## config.mk

```make
export PLATFORM = sky130hd
export DESIGN_NAME = gol_gen_buffer
export DESIGN_NICKNAME = d
export VERILOG_FILES = /design/src/rtl/gol_pkg.sv /design/src/rtl/gol_row_bank.sv /design/src/rtl/gol_gen_buffer.sv
export SDC_FILE = /design/constraint.sdc
export NUM_CORES = 1
export LEC_CHECK = 0
export ABC_AREA = 1
export BUFFER_PORTS_ARGS = -buffer_cell sky130_fd_sc_hd__clkbuf_2
export CORE_UTILIZATION = 46
export DETAILED_ROUTE_END_ITERATION = 8
export PLACE_DENSITY = 0.72
export SETUP_SLACK_MARGIN = 0.1
export SYNTH_ARGS = -nofsm -noshare
export SYNTH_HDL_FRONTEND = slang
export SYNTH_SLANG_ARGS = --single-unit
```

## constraint.sdc

```tcl
create_clock -name ph2 -period 4.5 [get_ports ph2]
set_input_delay 0.45 -clock ph2 [delete_from_list [all_inputs] [get_ports ph2]]
set_output_delay 0.45 -clock ph2 [all_outputs]
set_load 0.01 [all_outputs]
```

## src/rtl/gol_pkg.sv

```systemverilog
// ============================================================================
// Module   : gol_pkg
// Purpose  : Shared FSM state type and default board geometry for the
//            Game-of-Life generation buffer.
// Revision : 1.0
// ============================================================================
`default_nettype none

package gol_pkg;

   localparam int GOL_WIDTH = 8;
   localparam int GOL_ROWS  = 8;

   typedef enum logic [1:0] {
      IDLE = 2'd0,
      SCAN = 2'd1,
      SWAP = 2'd2
   } gol_state_t;

endpackage

`default_nettype wire

```

## src/rtl/gol_row_bank.sv

```systemverilog
// ============================================================================
// Module   : gol_row_bank
// Purpose  : ROWS x WIDTH board storage, one synchronous write port, every
//            row visible combinationally, asynchronously cleared to zero.
// Revision : 1.0
// ============================================================================
`default_nettype none

module gol_row_bank
   import gol_pkg::*;
#(
   parameter int WIDTH   = GOL_WIDTH,
   parameter int ROWS    = GOL_ROWS,
   parameter int ROWBITS = $clog2(ROWS)
) (
   input  logic                         clk,
   input  logic                         reset,
   input  logic                         we,
   input  logic [ROWBITS-1:0]           waddr,
   input  logic [WIDTH-1:0]             wdata,
   output logic [ROWS-1:0][WIDTH-1:0]   rows
);

   // Address range is qualified by the caller; only in-range rows arrive here.
   always_ff @(posedge clk or posedge reset) begin
      if (reset) begin
         rows <= '0;
      end else if (we) begin
         rows[waddr] <= wdata;
      end
   end

endmodule

`default_nettype wire

```

## src/rtl/gol_gen_buffer.sv

```systemverilog
// ============================================================================
// Module   : gol_gen_buffer
// Purpose  : Double-buffered Game-of-Life board: scans the current bank row
//            by row as an N/C/S window, collects next rows, swaps at the end.
//            Optional macro GOL_WRAP_EN selects toroidal row neighbours.
// Revision : 1.0
// ============================================================================
`default_nettype none

module gol_gen_buffer
   import gol_pkg::*;
#(
   parameter int WIDTH   = GOL_WIDTH,
   parameter int ROWS    = GOL_ROWS,
   parameter int ROWBITS = $clog2(ROWS),
   parameter int GENBITS = 16
) (
   input  logic                 ph2,
   input  logic                 reset,
   input  logic                 step,
   input  logic                 run,
   input  logic                 load_en,
   input  logic [ROWBITS-1:0]   load_addr,
   input  logic [WIDTH-1:0]     load_data,
   input  logic [ROWBITS-1:0]   rd_addr,
   output logic [WIDTH-1:0]     rd_data,
   output logic                 win_valid,
   output logic [ROWBITS-1:0]   win_row,
   output logic [WIDTH-1:0]     win_n,
   output logic [WIDTH-1:0]     win_c,
   output logic [WIDTH-1:0]     win_s,
   input  logic                 nxt_valid,
   input  logic [WIDTH-1:0]     nxt_data,
   output logic                 busy,
   output logic                 gen_done,
   output logic [GENBITS-1:0]   gen_count,
   output logic                 extinct
);

`ifdef GOL_WRAP_EN
   localparam logic ROW_WRAP = 1'b1;
`else
   localparam logic ROW_WRAP = 1'b0;
`endif

   localparam logic [ROWBITS-1:0] LAST_ROW = ROWBITS'(ROWS - 1);
   localparam logic [ROWBITS:0]   ROWS_EXT = (ROWBITS + 1)'(ROWS);

   gol_state_t                      r_state;
   logic                            r_sel;
   logic [ROWBITS-1:0]              r_row;
   logic [GENBITS-1:0]              r_gen;
   logic                            r_busy;
   logic                            r_valid;
   logic                            r_done;

   logic                            w_load_wr;
   logic                            w_nxt_wr;
   logic [ROWBITS-1:0]              w_waddr;
   logic [WIDTH-1:0]                w_wdata;
   logic [1:0]                      w_bank_we;
   logic [1:0][ROWS-1:0][WIDTH-1:0] w_bank_rows;
   logic [ROWS-1:0][WIDTH-1:0]      w_cur;

   // Host loads only ever target the current bank, scan results only the
   // other one, and the two never coexist in one state, so a shared port works.
   assign w_load_wr = (r_state == IDLE) && load_en && ({1'b0, load_addr} < ROWS_EXT);
   assign w_nxt_wr  = (r_state == SCAN) && nxt_valid;
   assign w_waddr   = w_load_wr ? load_addr : r_row;
   assign w_wdata   = w_load_wr ? load_data : nxt_data;

   generate
      for (genvar b = 0; b < 2; b++) begin : g_bank
         assign w_bank_we[b] = (w_load_wr && (r_sel == 1'(b))) ||
                               (w_nxt_wr  && (r_sel != 1'(b)));

         gol_row_bank #(
            .WIDTH   (WIDTH),
            .ROWS    (ROWS),
            .ROWBITS (ROWBITS)
         ) u_bank (
            .clk     (ph2),
            .reset   (reset),
            .we      (w_bank_we[b]),
            .waddr   (w_waddr),
            .wdata   (w_wdata),
            .rows    (w_bank_rows[b])
         );
      end
   endgenerate

   assign w_cur   = w_bank_rows[r_sel];
   assign rd_data = ({1'b0, rd_addr} < ROWS_EXT) ? w_cur[rd_addr] : '0;
   assign extinct = ~|w_cur;

   always_comb begin
      win_c = w_cur[r_row];
      win_n = '0;
      win_s = '0;
      if (r_row != '0) begin
         win_n = w_cur[r_row - ROWBITS'(1)];
      end else if (ROW_WRAP) begin
         win_n = w_cur[LAST_ROW];
      end
      if (r_row != LAST_ROW) begin
         win_s = w_cur[r_row + ROWBITS'(1)];
      end else if (ROW_WRAP) begin
         win_s = w_cur[0];
      end
   end

   // Flag registers are loaded with the value matching the state being entered.
   always_ff @(posedge ph2 or posedge reset) begin
      if (reset) begin
         r_state <= IDLE;
         r_sel   <= 1'b0;
         r_row   <= '0;
         r_gen   <= '0;
         r_busy  <= 1'b0;
         r_valid <= 1'b0;
         r_done  <= 1'b0;
      end else begin
         case (r_state)
            IDLE: begin
               if (step || run) begin
                  r_state <= SCAN;
                  r_row   <= '0;
                  r_busy  <= 1'b1;
                  r_valid <= 1'b1;
               end
            end
            SCAN: begin
               if (nxt_valid) begin
                  if (r_row == LAST_ROW) begin
                     r_state <= SWAP;
                     r_valid <= 1'b0;
                     r_done  <= 1'b1;
                  end else begin
                     r_row <= r_row + ROWBITS'(1);
                  end
               end
            end
            SWAP: begin
               r_sel  <= ~r_sel;
               r_gen  <= r_gen + GENBITS'(1);
               r_row  <= '0;
               r_done <= 1'b0;
               if (run) begin
                  r_state <= SCAN;
                  r_valid <= 1'b1;
               end else begin
                  r_state <= IDLE;
                  r_busy  <= 1'b0;
               end
            end
            default: begin
               r_state <= IDLE;
               r_row   <= '0;
               r_busy  <= 1'b0;
               r_valid <= 1'b0;
               r_done  <= 1'b0;
            end
         endcase
      end
   end

   assign win_valid = r_valid;
   assign win_row   = r_row;
   assign busy      = r_busy;
   assign gen_done  = r_done;
   assign gen_count = r_gen;

endmodule

`default_nettype wire

```

* Word-level counts from Yosys, hierarchy flattened
Index checks and enable logic that the tools add are counted.
** Cells by class
- Add/subtract/negate cells :: 3
- Multipliers :: 0
- Div/mod/pow operators :: 0
- Magnitude comparators :: 7
- Equality and inequality tests :: 10
- Shift-type cells :: 0
- Mux-type cells :: 37
- Bitwise gates (word level) :: 3
- Reduce and logical (&&, ||, !) cells :: 19
** Operators with widths (count)
- bitwise mux 64 bit :: 2
- 2-to-1 mux 64 bit :: 2
- binary-select mux 8 bit (select 3 bit) :: 4
- 2-to-1 mux 8 bit :: 8
- OR reduction 64 bit :: 1
- demux 8 bit (select 3 bit) :: 1
- < comparator 3 x 4 -> 1 bit, second input constant :: 5
- adder 16 x 1 -> 16 bit, second input constant :: 1
- 2-to-1 mux 3 bit :: 4
- AND reduction 3 bit :: 4
- 2-to-1 mux 1 bit :: 8
- != test 2 bit, second input constant :: 4
- logical AND 1 bit :: 7
- 2-to-1 mux 2 bit :: 3
- case mux 1 bit (3 select lines) :: 2
- case mux 2 bit (3 select lines) :: 1
- case mux 3 bit (2 select lines) :: 1
- != test 2 x 1 -> 1 bit, second input constant :: 2
- AND reduction 4 bit :: 1
- adder 3 x 1 -> 3 bit, second input constant :: 1
- == test 3 bit, second input constant :: 1
- greater-or-equal comparator 3 x 1 -> 1 bit, second input constant :: 1
- logical OR 1 bit :: 3
- != test 3 bit, second input constant :: 1
- 9 further kinds :: 11
** Storage, ports and cells
- Bits in registers :: 153
- Latch bits :: 0
- RAM bits :: 0
- Memory bits (read-only) :: 0
- Input port bits :: 28
- Word-level logic and storage cells :: 102
- Memories :: 0

* Longest topological paths before layout
Gate-level depths: netlist of run 1.
- Depth after elaboration :: 8
- Gate-level depth with buffers :: 12
- Mapped depth without buffers :: 10

* Hierarchy
From an unflattened synthesis of run 1, not the netlist that was laid out.
** Unflattened totals
- Cell total of the unflattened synthesis :: 1608
- Area, all modules :: 10348.7 sq um
** Modules (own cells, without submodules)
- gol_row_bank :: times used 2, cells each 296, area an instance 2672.6 sq um
- gol_gen_buffer :: times used 1, cells each 1016, area an instance 5003.5 sq um

* Least setup slack after synthesis of run 1
Ideal clock, no wire load.
- Path kind :: reg-to-output
- From :: register r_row[0] (netlist: win_row[0])
- To :: output win_s[4]
- Arrival time :: 2433 ps
- Data required time :: 4050 ps
- Setup slack :: 1617 ps
- Cell stages (with the launch flop) :: 13
- Path buffers :: 5
- Path through :: dfrtp_1 -> buf_2 -> clkinv_1 -> buf_2 -> buf_1 -> ha_1 -> clkbuf_1 -> inv_1 -> buf_1 -> nand3_1 -> nand2_1 -> nand2_1 -> a21oi_1
** On the way
- Longest elaborated chain between the ends :: 4
- Elaborated cells between the ends (all ways) :: 5
- Those cells by class :: add/sub: 1; eq/ne: 1; mux: 3
** RTL lines
- start: declaration :: line gol_gen_buffer.sv:51 : logic [ROWBITS-1:0] r_row;
- start signal: assignment :: line gol_gen_buffer.sv:139 : r_row <= r_row + ROWBITS'(1);
- adder 3 x 1 -> 3 bit :: line gol_gen_buffer.sv:106 : win_s = w_cur[r_row + ROWBITS'(1)];
- binary-select mux 8 bit (select 3 bit) :: line gol_gen_buffer.sv:106
- 2-to-1 mux 8 bit (implied by the code) :: line gol_gen_buffer.sv:106
- 2-to-1 mux 8 bit (*) :: line gol_gen_buffer.sv:105 : if (r_row != LAST_ROW) begin
- end: declaration :: line gol_gen_buffer.sv:31 : output logic [WIDTH-1:0] win_s,
Mark *: on every way between the ends. The rest lies on a longest branch, timed or not. The select of a mux whose other input is x is not followed.

* Worst setup path after layout of run 1
- From :: register r_sel
- To :: output win_s[2]
** On the way
- Longest elaborated chain between the ends :: 5
** RTL lines
- start: declaration :: line gol_gen_buffer.sv:50 : logic r_sel;
- start signal: assignment :: line gol_gen_buffer.sv:144 : r_sel <= ~r_sel;
- 2-to-1 mux 64 bit (implied by the code) (2 in a row) :: line gol_gen_buffer.sv:92 : assign w_cur = w_bank_rows[r_sel];
- binary-select mux 8 bit (select 3 bit) :: line gol_gen_buffer.sv:106
- 2-to-1 mux 8 bit (implied by the code) :: line gol_gen_buffer.sv:106
- 2-to-1 mux 8 bit :: line gol_gen_buffer.sv:105
Every way passes these cells. The select of a mux whose other input is x is not followed.

==> impl_metrics.json, run 1 <==
{
  "tns_ns": 0,
  "path_class": "flip-flop to primary output",
  "wirelength_um": 35600,
  "antenna_found_initial": 0,
  "finalCritPeriodShare_pct": 78.6,
  "p_sw_share_pct": 53.4,
  "start_kind": "flip-flop",
  "path_common_cell": "nand2_1",
  "io_pins": 83,
  "die_area_sq_mm": 0.0230,
  "cp.depth": 10,
  "pwr-share-seq_pct": 25.8,
  "whs_ns": 0.255,
  "wl_per_cell_um": 18.5,
  "die_y_um": 152,
  "area_growth_pct": 10.3,
  "drtPass1Iterations": 6,
  "fmax_mhz": 283,
  "globalRouteOverflowTotal": 0,
  "netlist_area_sq_mm": 0.0103,
  "drc": 0,
  "grt_pass1_wl_um": 54700,
  "insertion_delay_ns": 0.43,
  "vias": 11100,
  "ys_seq_elements": 153,
  "ir_worst_vdd_uv": 424,
  "power_frac_comb_pct": 59.2,
  "clk_pin_slew_worst_paths_ns": 0.06,
  "crit_family": "flip-flops",
  "fin_util_pct": 52.0,
  "start_util_pct": 47.1,
  "layout_min_cycle_time_ns": 3.54,
  "topRoutingLayerUsed": "met4",
  "synth_area_leaders": "dfrtp_1, nand2_1, nand3_1, nand4_1, inv_1",
  "yosysTopAreaCell": "dfrtp_1",
  "drtIter0Drc": 1453,
  "rr_worst_depth": 7,
  "post_cts_buffers": 0,
  "r2r_start": "r_sel",
  "die_x_um": 152,
  "io_buffers": 82,
  "synth_top_area_share_pct": 37.1,
  "path_cells": "inv_2 -> buf_12 -> nand2_1 -> nand2_1 -> nand2_1 -> nand3_1 -> nand2_1 -> nand2_1 -> a21oi_1 -> clkbuf_2",
  "dp_hpwl_um": 24200,
  "track_usage_pct": 31.7,
  "wl_met2_um": 15700,
  "diodes": 0,
  "synthArstFlopShare_pct": 100,
  "p_sw_mw": 4.95,
  "ant_nets": 0,
  "root_buffer": "clkbuf_16",
  "drt-met1-wl_um": 14900,
  "min_path_type": "input pin to async pin",
  "cp_num_buf_inv": 3,
  "holdBufCountCts": 0,
  "slew_viol_final": 0,
  "r2r_end": "g_bank[1].u_bank.rows[54]",
  "power-per-cell-area_mw_per_mm2": 815,
  "worst_slew_pin_slew_ns": 1.09,
  "synth_cell_types": 27,
  "finalSetupViolations": 0,
  "layout-drive-gt1-share_pct": 8.80,
  "core_region_area_sq_mm": 0.0219,
  "ys_seq_area_share_pct": 37.1,
  "hold_violations": 0,
  "syn_inst": 1624,
  "critical_path.endpoint_type": "primary output",
  "final_net_count": 1671,
  "cp_slowest_cell": "dfrtp_2",
  "htree_levels": 4,
  "critical_path_peak_fanout": 53,
  "cts_resized": 0,
  "cellLeakagePower_nw": 6.24,
  "critPathLaunch": "r_sel",
  "wl_met3_um": 4100,
  "cts.sinks": 153,
  "grt_pass1_vias": 9709,
  "max_stage_delay_ns": 0.94,
  "max-cap-violations": 0,
  "viasPerCell": 5.74,
  "synth_enable_flop_cells": 0,
  "rsz0062_at_grt": "false",
  "cp_data_required_time_ns": 4.05,
  "r2r_setup_slack_ns": 1.24,
  "finalClockSkew_ns": 0.00906,
  "ys.flop_type": "dfrtp_1",
  "outcome": "completed",
  "critical_path_arrival_ns": 3.09,
  "ys_warn_count": 0,
  "syn_nets": 1657,
  "grt_max_degree": 154,
  "rows": 54,
  "cts_buffers": 17,
  "place_congestion": 1.05,
  "clockBufferDepth": 2,
  "max_slew_margin_pct": 26.6,
  "cts_tree": "done",
  "p_clk_share_pct": 15.0,
  "p_int_mw": 4.32,
  "avgSynthCellArea_sq_um": 6.35
}
-- sequential cells by signal (all words and copies together), names as in the netlist --
| name | cells |
|---|---|
| g_bank.u_bank.rows | 128 |
| r_state | 2 |
| busy | 1 |
| r_sel | 1 |
| win_row | 3 |
| gen_count | 16 |
| win_valid | 1 |
| gen_done | 1 |
-- layout make-up --
cell class | count | area [sq um]
clock inverter | 8 | 98.8
sequential | 153 | 3830
fill | 2204 | 10500
inverter | 123 | 465
clock buffer | 21 | 460
timing repair buffer | 100 | 596
multi-input combinational | 1243 | 5580
tap | 280 | 350
-- per-layer routing --
metal,vias to the layer above,track usage [%]
met2,602,47.3
met5,-,0
met4,0,11.5
li1,5251,-
met1,5129,43.8
met3,79,8.41
-- cell usage in the layout (no fill, tap or decap), types with 8 or more instances in the layout --
cell	instances
nand2_1	776
nand3_1	165
dfrtp_1	151
nand4_1	132
inv_1	115
clkbuf_2	82
o21ai_0	48
nor2_1	37
a21oi_1	28
clkbuf_16	17
buf_4	14
xnor2_1	9
and2_1	8
xor2_1	8
-- worst max-delay path by stage --
stage	slack (ns)	to
finish	0.96	win_s[2]
global placement	1.36	g_bank[1].u_bank.rows[54]
CTS	1.07	win_s[5]
detailed placement	1.38	g_bank[1].u_bank.rows[54]
global route	0.74	win_c[0]
floorplan	1.62	win_s[4]
-- worst register-to-register path, delay by kind of cell, from the launching register on --
family	cells	cell delay, ns
simple gates	3	0.64
compound gates	1	0.56
flops	1	0.94
buf+inv	3	1.00
-- cells in the mapped netlist, types with 7 or more instances --
cell        n
nor2_1     37
clkbuf_1   36
xnor2_1     9
nand4_1   132
dfrtp_1   153
and2_1      8
buf_1      16
nand2_1   776
buf_2      50
o21a_1      7
inv_1     116
o21ai_0    48
xor2_1      8
nand3_1   165
a21oi_1    28
-- cells by family after synthesis --
kind of cell	after synthesis	share of synthesized area, %
buffers and inverters	228	9.01
and+or+nand+nor	1128	46.9
AOI/OAI and AO/OA	93	4.98
adders and majority gates	5	0.606
xor gates and xnor gates	17	1.44
DFF	153	37.1
-- power groups by stage --
| stage | logic [mW] | registers, mW | clock network, mW |
|---|---|---|---|
| 4_1_cts | 5.36 | 2.37 | 1.40 |
| 5_1_grt | 6.06 | 2.45 | 1.45 |
| 2_1_floorplan | 3.83 | 2.17 | 0 |
| 3_5_place_dp | 5.34 | 2.39 | 0 |
| 3_3_place_gp | 5.29 | 2.37 | 0 |
| 6_report | 5.49 | 2.39 | 1.39 |
-- through the flow --
| stage | cells | setup WS (ns) | cell area (sq um) | total power [mW] |
|---|---|---|---|---|
| CTS | 1928 | 1.07 | 11400 | 9.14 |
| global route | 1928 | 0.740 | 11400 | 9.96 |
| detailed placement | 1899 | 1.38 | 10800 | 7.73 |
| finish | 1928 | 0.962 | 11400 | 9.27 |
| floorplan | 1624 | 1.62 | 10300 | 6.00 |
| global placement | 1899 | 1.36 | 10800 | 7.67 |
Note: power is estimated with default switching activity, not from simulation.
==> inputs of run 2 (changes only) <==
--- a/config.mk
+++ b/config.mk
@@ -9,7 +9,7 @@
 export BUFFER_PORTS_ARGS = -buffer_cell sky130_fd_sc_hd__clkbuf_2
 export CORE_UTILIZATION = 46
 export DETAILED_ROUTE_END_ITERATION = 8
-export PLACE_DENSITY = 0.72
+export PLACE_DENSITY = 0.7
 export SETUP_SLACK_MARGIN = 0.1
 export SYNTH_ARGS = -nofsm -noshare
 export SYNTH_HDL_FRONTEND = slang
==> constraint.sdc (replaced) <==
create_clock -name ph2 -period 3.6 [get_ports ph2]
set_input_delay 0.36 -clock ph2 [delete_from_list [all_inputs] [get_ports ph2]]
set_output_delay 0.36 -clock ph2 [all_outputs]
set_load 0.01 [all_outputs]
==> run 2 against run 1 <==
Net effect: clock-buffer cell count is 1 lower; sequential share of layout area down 0.55 points; via count grew 0.86%; combinational power increased by 31%; final area up 1.7%; worst hold slack improved by 0.047 ns; sequential power up 20%; routed wire length up 2.6%; clock power rose by 32%; critical path depth did not move; global-route usage rose by 1.2 points; critical endpoint is now extinct; largest cell class unchanged; highest routed layer unchanged.
==> impl_metrics.json, run 2 (same netlist as run 1, synthesis figures left out) <==
{
  "outcome": "completed",
  "rr_worst_depth": 6,
  "area_growth_pct": 12.1,
  "cp_data_required_time_ns": 3.24,
  "power-per-cell-area_mw_per_mm2": 1030,
  "critPathLaunch": "r_sel",
  "finalClockSkew_ns": 0.0161,
  "layout_commonest_cell": "nand2_1",
  "r2r_end": "g_bank[1].u_bank.rows[7]",
  "fmax_mhz": 307,
  "cts_buffers": 17,
  "wirelength_um": 36600,
  "drc": 0,
  "viasPerCell": 5.72,
  "root_buffer": "clkbuf_16",
  "top_register": "g_bank.u_bank.rows",
  "vias": 11200,
  "antenna_found_initial": 0,
  "dp_hpwl_um": 25100,
  "cts.sinks": 153,
  "hold_path_end": "busy",
  "layout_min_cycle_time_ns": 3.26,
  "worst_slew_pin_slew_ns": 1.15,
  "post_cts_buffers": 0,
  "largest_reg_flops": 128,
  "cellLeakagePower_nw": 6.36,
  "io_buffers": 82,
  "clockBufferDepth": 2,
  "hold_violations": 0,
  "finalSetupViolations": 0,
  "wl_per_cell_um": 18.7,
  "place_congestion": 0.957,
  "cp_slowest_cell": "inv_2",
  "grt_pass1_vias": 9930,
  "layout-drive-gt1-share_pct": 10.0,
  "critical_path.endpoint_type": "primary output",
  "io_pins": 83,
  "tns_ns": 0,
  "path_common_cell": "nand2_1",
  "min_path_type": "input pin to flip-flop",
  "ir_worst_vdd_uv": 730,
  "track_usage_pct": 32.8,
  "max_slew_margin_pct": 23.2,
  "drtPass1Iterations": 8,
  "die_x_um": 152,
  "clk_pin_slew_worst_paths_ns": 0.07,
  "max-cap-violations": 0,
  "path_class": "flip-flop to primary output",
  "ant_nets": 0,
  "die_area_sq_mm": 0.0230,
  "slew_viol_final": 0,
  "hold_start": "step",
  "power.total_mw": 11.9,
  "globalRouteOverflowTotal": 0,
  "rsz0062_at_grt": "false",
  "grt_pass1_wl_um": 56500,
  "insertion_delay_ns": 0.44,
  "die_y_um": 152,
  "r2r_start": "r_sel",
  "final_net_count": 1692,
  "htree_levels": 4,
  "min_path_cells": 5,
  "n_fill_cell": 2208,
  "diodes": 0,
  "core_region_area_sq_mm": 0.0219,
  "rows": 54,
  "critical_path_peak_fanout": 61,
  "r2r_setup_slack_ns": 0.92,
  "drtIter0Drc": 1241,
  "finalCritPeriodShare_pct": 90.5,
  "max_stage_delay_ns": 0.81,
  "critical_path_arrival_ns": 2.90,
  "start_kind": "flip-flop",
  "cts_tree": "done",
  "path_cells": "inv_2 -> nand2_1 -> nand2_1 -> nand2_1 -> nor2_1 -> nand2_1 -> nor2_1 -> nand2_1 -> nor2_1 -> clkbuf_2",
  "start_util_pct": 47.1,
  "grt_max_degree": 107,
  "layout_common_cells": "nand2_1, nand3_1, dfrtp_1, nand4_1, inv_1"
}
run 2: changes by cell type in the layout (fill, tap and decap cells not counted), sizes merged:
cell / delta
buf: +20
dlygate4sd3: +1
inv: +4
clkbuf: -1
run 2: cell type report:
| cell class | count | area [sq um] | share of cell area [%] |
|---|---|---|---|
| Clock buffer | 20 | 447 | 3.86 |
| Sequential cell | 153 | 3830 | 33.1 |
| Clock inverter | 12 | 141 | 1.22 |
| Timing Repair Buffer | 121 | 756 | 6.53 |
| Inverter | 123 | 465 | 4.02 |
| Multi-Input combinational cell | 1243 | 5580 | 48.2 |
| Tap cell | 280 | 350 | 3.03 |
run 2: how the worst max path moves through the flow:
stage / endpoint
5_1_grt: extinct
2_1_floorplan: win_s[4]
6_report: extinct
4_1_cts: extinct
3_3_place_gp: extinct
3_5_place_dp: extinct
run 2: report_power, final:
part / total (mW) / internal, mW / switching [mW]
clock: 1.83 / 1.05 / 0.778
combinational: 7.19 / 2.09 / 5.09
sequential: 2.86 / 2.38 / 0.476
run 2: what timing repair did:
| action | in CTS | in global routing |
|---|---|---|
| resized for setup | 0 | 0 |
| setup endpoints to repair | 0 | 0 |
| hold buffers | 1 | 0 |
| hold endpoints to repair | 6 | 0 |
run 2: per-layer routing:
metal / GRT usage (%) / vias to the layer above / share of wire, %
li1: - / 5317 / -
met1: 46.1 / 5184 / 44
met2: 48.0 / 576 / 43
met3: 9.91 / 79 / 11
met4: 10.2 / 0 / 2.5
met5: 0 / - / 0
run 2: metrics by stage:
step           hold slack, ns  worst slack (ns)  instance area [sq um]  utilization, %  std cells
5_1_grt                 0.333             0.140                  11600            52.8       1952
2_1_floorplan           0.437             0.807                  10300               -       1624
3_5_place_dp            0.317             0.879                  11000            50.1       1919
3_3_place_gp            0.316             0.920                  11000            50.1       1919
4_1_cts                 0.301             0.423                  11600            52.8       1952
6_report                0.303             0.343                  11600            52.8       1952
run 2: critical path: cells and delay by family, from the launching register on:
family | cells | cell delay, ns
buffers and inverters | 2 | 0.97
DFF | 1 | 0.43
and+or+nand+nor | 8 | 1.03
==> inputs of run 3 (changes only) <==
--- a/config.mk
+++ b/config.mk
@@ -8,9 +8,11 @@
 export ABC_AREA = 1
 export BUFFER_PORTS_ARGS = -buffer_cell sky130_fd_sc_hd__clkbuf_2
 export CORE_UTILIZATION = 46
+export CTS_BUF_LIST = sky130_fd_sc_hd__clkbuf_16
 export DETAILED_ROUTE_END_ITERATION = 8
 export PLACE_DENSITY = 0.7
 export SETUP_SLACK_MARGIN = 0.1
+export SKIP_LAST_GASP = 1
 export SYNTH_ARGS = -nofsm -noshare
 export SYNTH_HDL_FRONTEND = slang
 export SYNTH_SLANG_ARGS = --single-unit
==> constraint.sdc (replaced) <==
create_clock -name ph2 -period 3.6 [get_ports ph2]
set_input_delay 0.18 -clock ph2 [delete_from_list [all_inputs] [get_ports ph2]]
set_output_delay 0.18 -clock ph2 [all_outputs]
set_load 0.01 [all_outputs]
==> run 3 against run 2 <==
Net effect: the flow now finishes with violations (negative hold slack); cell count decreased by 0.61%; power decreased by 0.41%; register-to-register slack improved by 0.08 ns; first-iteration DRC count increased by 15%; critical path depth decreased by 1; routed wire length decreased by 2.4%; critical endpoint unchanged; sequential share of layout area increased by 0.21 points; setup slack improved by 0.16 ns; critical path type unchanged; maximum frequency increased by 5.2%; flip-flop and latch count unchanged.
==> impl_metrics.json, run 3 (same netlist as run 1, synthesis figures left out) <==
{
  "fin_util_pct": 52.5,
  "cts_tree": "done",
  "max_stage_delay_ns": 0.84,
  "cp_slowest_cell": "o21ai_0",
  "layout_commonest_cell": "nand2_1",
  "io_buffers": 82,
  "max_slew_margin_pct": 32.0,
  "finalCritPeriodShare_pct": 86.0,
  "hold_violations": 52,
  "tns_ns": 0,
  "grt_pass1_vias": 9762,
  "dp_hpwl_um": 24300,
  "antenna_found_initial": 0,
  "post_cts_buffers": 0,
  "grt_max_degree": 154,
  "layout-drive-gt1-share_pct": 9.28,
  "failed_checks": "negative hold slack",
  "io_pins": 83,
  "drc": 0,
  "layout_common_cells": "nand2_1, nand3_1, dfrtp_1, nand4_1, inv_1",
  "drtPass1Iterations": 6,
  "worst_slew_pin_slew_ns": 1.02,
  "diodes": 0,
  "track_usage_pct": 31.9,
  "finalClockSkew_ns": 0.0152,
  "die_area_sq_mm": 0.0230,
  "area_growth_pct": 11.4,
  "ant_nets": 0,
  "largest_reg_flops": 128,
  "start_util_pct": 47.1,
  "cellLeakagePower_nw": 6.31,
  "power-per-cell-area_mw_per_mm2": 1030,
  "finalSetupViolations": 0,
  "clockBufferDepth": 2,
  "cts_buffers": 17,
  "insertion_delay_ns": 0.43,
  "path_cells": "buf_12 -> o21ai_0 -> nand2_1 -> nor2_1 -> nand2_1 -> nor2_1 -> nand2_1 -> nor2_1 -> clkbuf_2",
  "wirelength_um": 35700,
  "power.total_mw": 11.8,
  "rows": 54,
  "multi_input_area_sq_mm": 0.00558,
  "cp_num_buf_inv": 2,
  "slew_viol_final": 0,
  "placed_area_sq_mm": 0.0109,
  "vias": 11200,
  "holdBufCountCts": 0,
  "outcome": "finished with violations",
  "final_net_count": 1680,
  "stdcell_area_sq_mm": 0.0115,
  "drtIter0Drc": 1432,
  "min_path_type": "input pin to async pin",
  "ir_worst_vdd_uv": 367,
  "layout_min_cycle_time_ns": 3.10,
  "viasPerCell": 5.75,
  "cts.sinks": 153,
  "die_y_um": 152,
  "start_kind": "flip-flop",
  "clk_pin_slew_worst_paths_ns": 0.06,
  "htree_levels": 4,
  "max-cap-violations": 0,
  "ff_latch_area_sq_mm": 0.00383,
  "grt_pass1_wl_um": 55300,
  "fmax_mhz": 323,
  "critical_path_peak_fanout": 106,
  "cp_data_required_time_ns": 3.42,
  "top_register": "g_bank.u_bank.rows",
  "n_fill_cell": 2182,
  "whs_ns": -0.0740,
  "critical_path_arrival_ns": 2.92,
  "wl_per_cell_um": 18.4,
  "place_congestion": 1.01,
  "die_x_um": 152,
  "core_region_area_sq_mm": 0.0219,
  "crit_family": "compound AO/OA/AOI/OAI gates",
  "cts_resized": 0,
  "root_buffer": "clkbuf_16",
  "critical_path.endpoint_type": "primary output",
  "rsz0062_at_grt": "false",
  "globalRouteOverflowTotal": 0,
  "path_class": "flip-flop to primary output"
}
run 3: changes by cell type in the layout (fill, tap and decap cells not counted), sizes merged:
cell,delta
bufinv,+2
clkinvlp,+1
clkinv,+1
inv,-1
dlygate4sd3,-1
buf,-11
clkbuf,-3
run 3: report_power, final:
| part | switching (mW) | internal [mW] | total (mW) |
|---|---|---|---|
| clock | 0.745 | 1.15 | 1.89 |
| sequential | 0.453 | 2.38 | 2.84 |
| combinational | 5.06 | 2.04 | 7.10 |
| total | 6.26 | 5.57 | 11.8 |
run 3: area by class of cell:
cell class / instances / area share, %
clock buffers: 17 / 3.70
multi-input cells: 1243 / 48.5
inverters: 123 / 4.05
flip-flops and latches: 153 / 33.3
repair buffers: 109 / 5.77
clock inverters: 15 / 1.60
well taps: 280 / 3.05
run 3: metrics by stage:
step	instances	hold WS, ns	setup slack (ns)
floorplan	1624	0.412	0.987
global placement	1908	0.449	1.02
detailed placement	1908	0.453	1.04
CTS	1940	0.0397	0.564
global route	1940	0.0610	0.414
finish	1940	-0.0740	0.504
run 3: worst paths after layout:
check | start | endpoint | slack, ns | depth (start not counted)
max | r_sel | extinct | 0.50 | 9
min | reset | g_bank[1].u_bank.rows[61] | -0.07 | 3
max reg2reg | r_sel | g_bank[1].u_bank.rows[37] | 1.00 | 7
min reg2reg | g_bank[0].u_bank.rows[9] | g_bank[0].u_bank.rows[9] | 0.47 | 2
max in group asynchronous | reset | g_bank[1].u_bank.rows[59] | 2.93 | 3
min in group ph2 | step | busy | 0.10 | 5
run 3: per-layer routing:
layer	vias up	wire length (um)	track usage, %	share of wire (%)
li1	5274	-	-	-
met1	5154	15400	47.0	43
met2	649	15300	46.0	43
met3	80	3970	6.56	11
met4	0	948	10.5	2.7
met5	-	0	0	0
run 3: worst register-to-register path: stages (launching register included):
cell	delay [ns]
dfrtp_2	0.42
inv_2	0.64
nand2_1	0.21
o21ai_4	0.41
buf_4	0.33
nand3_1	0.27
nand2_1	0.16
nand2_1	0.06
